$ cat src/rtl/alu_result_stage.sv
// Registered result/flag stage behind the 16-bit ALU: a 2-entry skid buffer with a valid/ready handshake.
// Optional sticky overflow accumulator is built when STICKY_OVF_EN is defined.
module alu_result_stage #(
    parameter int WIDTH = 16,
    parameter int DEPTH = 2
) (
    input  logic             CLK,
    input  logic             Reset,
    input  logic             in_valid,
    output logic             in_ready,
    input  logic [WIDTH-1:0] alu_result,
    input  logic             alu_c,
    input  logic             alu_v,
    output logic             out_valid,
    input  logic             out_ready,
    output logic [WIDTH-1:0] result,
    output logic             flag_z,
    output logic             flag_n,
    output logic             flag_c,
    output logic             flag_v
`ifdef STICKY_OVF_EN
    ,
    output logic             sticky_v,
    input  logic             clr_sticky
`endif
);

    // The entry layout and count encoding assume exactly two slots.
    if (DEPTH != 2) begin : g_bad_depth
        $error("alu_result_stage supports DEPTH == 2 only");
    end

    typedef enum logic [1:0] {
        EMPTY = 2'd0,
        ONE   = 2'd1,
        FULL  = 2'd2
    } count_t;

    localparam int ENTRY_W = WIDTH + 4;

    count_t count, next_count;
    logic [ENTRY_W-1:0] entry0, entry1;
    logic [ENTRY_W-1:0] new_entry;
    logic push, pop;

    assign in_ready  = (count != FULL);
    assign out_valid = (count != EMPTY);
    assign push      = in_valid && in_ready;
    assign pop       = out_valid && out_ready;

    // Flags are frozen into the entry at capture: {data, Z, N, C, V}.
    assign new_entry = {alu_result, (alu_result == '0), alu_result[WIDTH-1], alu_c, alu_v};

    always_ff @(posedge CLK) begin
        if (Reset) begin
            count <= EMPTY;
        end else begin
            count <= next_count;
        end
    end

    always_comb begin
        next_count = count;
        unique case (count)
            EMPTY: begin
                if (push) next_count = ONE;
            end
            ONE: begin
                if (push && !pop)      next_count = FULL;
                else if (!push && pop) next_count = EMPTY;
            end
            FULL: begin
                if (pop) next_count = ONE;
            end
            default: next_count = EMPTY;
        endcase
    end

    // A pop shifts entry1 forward unless a same-cycle push at count one replaces the head directly.
    always_ff @(posedge CLK) begin
        if (Reset) begin
            entry0 <= '0;
            entry1 <= '0;
        end else if (pop) begin
            if (push && count == ONE) begin
                entry0 <= new_entry;
            end else begin
                entry0 <= entry1;
            end
        end else if (push) begin
            if (count == EMPTY) begin
                entry0 <= new_entry;
            end else begin
                entry1 <= new_entry;
            end
        end
    end

    assign result = entry0[ENTRY_W-1:4];
    assign flag_z = entry0[3];
    assign flag_n = entry0[2];
    assign flag_c = entry0[1];
    assign flag_v = entry0[0];

`ifdef STICKY_OVF_EN
    // An overflowing push wins over a same-edge clear.
    always_ff @(posedge CLK) begin
        if (Reset) begin
            sticky_v <= 1'b0;
        end else if (push && alu_v) begin
            sticky_v <= 1'b1;
        end else if (clr_sticky) begin
            sticky_v <= 1'b0;
        end
    end
`endif

endmodule

$ cat config.mk
export PLATFORM = sky130hd
export DESIGN_NAME = alu_result_stage
export DESIGN_NICKNAME = d
export VERILOG_FILES = /design/src/rtl/alu_result_stage.sv
export SDC_FILE = /design/constraint.sdc
export NUM_CORES = 1
export LEC_CHECK = 0
export ABC_AREA = 1
export BUFFER_PORTS_ARGS = -buffer_cell sky130_fd_sc_hd__clkbuf_2
export CAP_MARGIN = 40
export CORE_ASPECT_RATIO = 1.5
export CORE_UTILIZATION = 56
export DETAILED_ROUTE_END_ITERATION = 6
export PLACE_DENSITY = 0.83
export SLEW_MARGIN = 10
export SYNTH_ARGS = -nofsm -noshare
export SYNTH_HDL_FRONTEND = slang
export SYNTH_SLANG_ARGS = --single-unit
export TNS_END_PERCENT = 1
$ cat constraint.sdc
create_clock -name CLK -period 2 [get_ports CLK]
set_clock_uncertainty 0.15 [all_clocks]
set_input_delay 0.1 -clock CLK [delete_from_list [all_inputs] [get_ports CLK]]
set_output_delay 0.1 -clock CLK [all_outputs]
set_load 0.01 [all_outputs]
## Word level (Yosys, flattened, before mapping)

Cells that the tools add are included.

| operators by class | value |
|---|---|
| equal/unequal tests | 6 |
| bitwise operators | 2 |
| mux-type cells | 9 |
| div/mod/pow operators | 0 |
| add/sub/neg operators | 0 |
| $lt $le $gt $ge | 0 |
| reduce and logical (&&, ||, !) cells | 15 |
| $mul | 0 |
| shift-type cells | 0 |

Operator list:

| operator | count |
|---|---|
| 2-to-1 mux 20 bit | 4 |
| zero test 16 bit | 1 |
| 2-to-1 mux 2 bit | 4 |
| inequality test 2 bit, second input constant | 3 |
| case mux 2 bit (3 select lines) | 1 |
| AND reduction 3 bit | 2 |
| nonzero test 2 bit | 3 |
| logical AND 1 bit | 5 |
| inequality test 3 bit, second input constant | 1 |
| equality test 2 x 1 -> 1 bit, second input constant | 1 |
| equality test 2 bit, second input constant | 1 |
| zero test 1 bit | 2 |
| zero test 2 bit | 1 |
| NOT 1 bit | 2 |
| AND reduction 2 bit | 1 |

| word-level totals | value |
|---|---|
| memory bits (read-only) | 0 |
| memories | 0 |
| flip-flop bits (word level) | 42 |
| memory bits (writable) | 0 |
| input port bits | 22 |
| output and inout port bits | 22 |
| word-level logic and storage cells | 35 |
| latch bits | 0 |

## Depth between registers and ports, before layout

| depth | value |
|---|---|
| word-level depth | 7 |
| gate-level depth with buffers | 8 |
| mapped depth without buffers | 6 |

## Least setup slack after synthesis

No wires, ideal clock.

| path | value |
|---|---|
| path kind | flip-flop to flip-flop |
| from | register count[0] |
| to | register entry1[0] |
| buffers on the path | 1 |
| data arrival time | 1032 ps |
| period minus slack after synthesis | 1298 ps |
| cell stages (with the launch flop) | 7 |
| path slack | 702 ps |
| required time | 1734 ps |
| library setup time | 116 ps |
| cell sequence | dfxtp_1 > nand2_1 > nor2_1 > inv_2 > buf_2 > nor2_1 > nor2_1 |

| on the way | value |
|---|---|
| longest elaborated chain between the ends | 4 |
| elaborated cells between the ends (all ways) | 8 |
| those cells by class | 1 x eq/ne; 2 x bitwise; 5 x reduce/logical |

RTL lines:

| element | RTL line | RTL |
|---|---|---|
| start, declared | 41 | `count_t count, next_count;` |
| start signal, assigned | 58 | `count <= next_count;` |
| nonzero test 2 bit | 47 | `assign out_valid = (count != EMPTY);` |
| logical AND 1 bit | 49 | `assign pop = out_valid && out_ready;` |
| NOT 1 bit (no source line) | - |  |
| AND reduction 3 bit (no source line) (*) | - |  |
| end signal, assigned | 94 | `entry1 <= new_entry;` |
| end, declared | 42 | `logic [ENTRY_W-1:0] entry0, entry1;` |

Mark *: on every way between the ends. The rest lies on a longest branch, timed or not.
A chain may end at the register's enable or synchronous reset.

## Worst setup path after layout

| path | value |
|---|---|
| from | register count[0] |
| to | register count[1] |

| on the way | value |
|---|---|
| longest elaborated chain between the ends | 6 |
| elaborated cells between the ends (all ways) | 17 |
| those cells by class | 6 x eq/ne; 2 x mux; 9 x reduce/logical |

RTL lines:

| element | RTL line |
|---|---|
| inequality test 2 bit / nonzero test 2 bit (equally long branches) | 46, 47 |
| logical AND 1 bit, on equally long branches | 48, 49 |
| zero test 1 bit, on equally long branches | 70, 69 |
| logical AND 1 bit, on equally long branches | 70, 69 |
| inequality test 3 bit (no source line) / 2-to-1 mux 2 bit (equally long branches) | - |
| AND reduction 3 bit (no source line) / case mux 2 bit (3 select lines) (equally long branches) | - |

Several ways; a longest one is shown, not always the timed one.

==> impl_metrics.json <==
{
  "post-place-ws_ps": 493,
  "start_kind": "flop",
  "met3WireLength_um": 174,
  "post-dp-hpwl_um": 2710,
  "finalSetupViolations": 0,
  "critPathArrivalTime_ps": 1960,
  "tritoncts": "built",
  "postRouteAntennaNets": 0,
  "slowest_stage": "dlygate4sd3_1",
  "p_total_w": 0.00178,
  "peakVddDrop_uv": 825,
  "dr.first_iter.drc_count": 85,
  "synth_nets": 286,
  "end_kind": "flop",
  "coreArea_mm2": 0.00313,
  "cp.depth": 4,
  "rsz0062_at_grt": "no",
  "yosys.cell_types.count": 20,
  "fin_crit_ps": 1880,
  "clock_sinks": 40,
  "grt_antenna_before_repair": 0,
  "num_rows": 25,
  "path_cells": "nand3_2, buf_4, a211oi_1, dlygate4sd3_1",
  "ctsHtreeMaxLevel": 2,
  "fmax_ghz": 0.533,
  "port_buffers": 43,
  "pwr_density_cell_mw_per_mm2": 765,
  "drv_cap": 0,
  "routedWlPerCell_um": 11.5,
  "grt_usage_pct": 26.8,
  "grt_start_max_net_pins": 39,
  "antennaDiodeCount": 0,
  "drcViolationCount": 0,
  "numCtsBuffers": 5,
  "die_x_um": 48.6,
  "route.met2.wl_um": 2140,
  "hold_viol": 0,
  "ys.flop_type": "dfxtp_1",
  "leakage_nw": 1.19,
  "ys_seq_elements": 40,
  "place.gp.congestion": 0.760,
  "reg2reg_depth": 4,
  "crit_path_max_fanout": 11,
  "ys.warnings.count": 0,
  "met1Wirelength_um": 1790,
  "wl_um": 4200,
  "final_net_count": 346,
  "clockBufferDepth": 2,
  "crit_type": "flop to flop",
  "final.setup.tns_ps": 0,
  "grt_pass1_vias": 1687,
  "insertion_delay_ps": 290,
  "finalCritPeriodShare_pct": 93.8,
  "pin_count": 44,
  "drv_slew": 0,
  "final_common_cell": "nand2_1",
  "cts_resized": 0,
  "yosysSeqAreaShare_pct": 43.9,
  "num_vias": 1860,
  "dr.pass1.iters": 4,
  "via_per_inst": 5.11,
  "final_cell_mix": "nand2_1, nor2_1, clkbuf_2",
  "crit_family": "buffers and inverters",
  "syn_area_per_cell_um2": 6.91,
  "async_reset_ff_share_pct": 0,
  "grt-ovfl-total": 0,
  "synth_edf_count": 0,
  "max_slew_margin_pct": 74.6,
  "holdPathStages": 5,
  "die_area_mm2": 0.00349,
  "seqCellArea_um2": 801,
  "cpPeakStageDelay_ps": 570,
  "final_area_mm2": 0.00233,
  "final_util_pct": 74.4,
  "worstPathRequired_ps": 2080,
  "syn-cell-area_mm2": 0.00182,
  "clk_pin_slew_ps": 70,
  "top_layer": "met4",
  "hp-class": "input pin to flop",
  "grt_pass1_wl_um": 7250,
  "nFillCells": 270,
  "initial_core_util_pct": 58.3,
  "worst_pin_slew_ps": 379,
  "multi_input_area_um2": 812,
  "cp_num_buf_inv": 2,
  "area_growth_pct": 27.6,
  "fp.dieH_um": 71.9,
  "fin_ws_ps": 123,
  "clock_tree.root_cell": "clkbuf_8",
  "placed_area_mm2": 0.00202,
  "status": "finished, final reports clean",
  "drive_gt1_share_pct": 19.4,
  "synth_cells": 264
}
==> through the flow <==
step           std cells  hold slack, ps
2_1_floorplan        264            22.8
3_3_place_gp         336             138
3_5_place_dp         336             138
4_1_cts              364            50.0
5_1_grt              364            99.7
6_report             364            51.2
==> registers in the layout (all words and copies together) (netlist names) <==
signal	flops
entry0	19
entry1	19
count	2
==> logic make-up (layout without fill, tap and decap cells) <==
family          Yosys count  count (layout)  synth area share (%)
compound gates           61              61                  17.1
buf+inv                  43             103                  11.6
flops                    40              40                  43.9
simple gates            120             120                  27.4
==> worst min-delay path, delay by kind of cell <==
kind | cells | cell delay [ps]
simple gates | 2 | 130
buf+inv | 2 | 180
compound gates | 1 | 30
==> layout make-up <==
cell class	instances	share of cell area [%]
Multi-Input combinational cell	181	34.9
Sequential cell	40	34.4
Inverter	26	4.19
Tap cell	40	2.15
Timing Repair Buffer	70	20.2
Clock buffer	7	4.14
==> per-layer routing <==
metal	GRT usage, %	vias to the layer above
met5	0	-
met1	30.5	844
li1	-	956
met4	12.7	0
met2	47.8	51
met3	5.03	9
==> where the power goes <==
group | leakage (nW) | total [W] | internal (W) | switching (W)
Sequential | 0.329 | 0.000886 | 0.000855 | 0.0000309
Combinational | 0.812 | 0.000325 | 0.000136 | 0.000190
Clock | 0.0503 | 0.000568 | 0.000307 | 0.000261
Total | 1.19 | 0.00178 | 0.00130 | 0.000482
==> Yosys cell counts (2+ instances only) <==
cell | number | area [um2]
a21oi_1 | 21 | 105
buf_2 | 5 | 25.0
buf_6 | 5 | 56.3
clkbuf_1 | 3 | 11.3
clkbuf_2 | 2 | 10.0
dfxtp_1 | 40 | 801
inv_1 | 24 | 90.1
inv_2 | 2 | 7.51
nand2_1 | 48 | 180
nand3_1 | 21 | 105
nor2_1 | 47 | 176
nor2_4 | 2 | 22.5
o21ai_0 | 37 | 185
==> path summary, 6_finish.rpt <==
| check | slack (ps) | end | startpoint |
|---|---|---|---|
| hold / removal | 50 | count[0] | in_valid |
| setup / recovery | 120 | count[1] | count[0] |
| hold reg to reg | 370 | entry1[18] | entry1[18] |
| setup reg to reg | 120 | count[1] | count[0] |
==> timing repair <==
action                                  in CTS  in global routing
setup buffers                                0                  0
hold buffers                                21                  0
endpoints found under the setup margin       0                  0
hold endpoints to repair                    38                  0
Power figures use the tool's default switching activity.
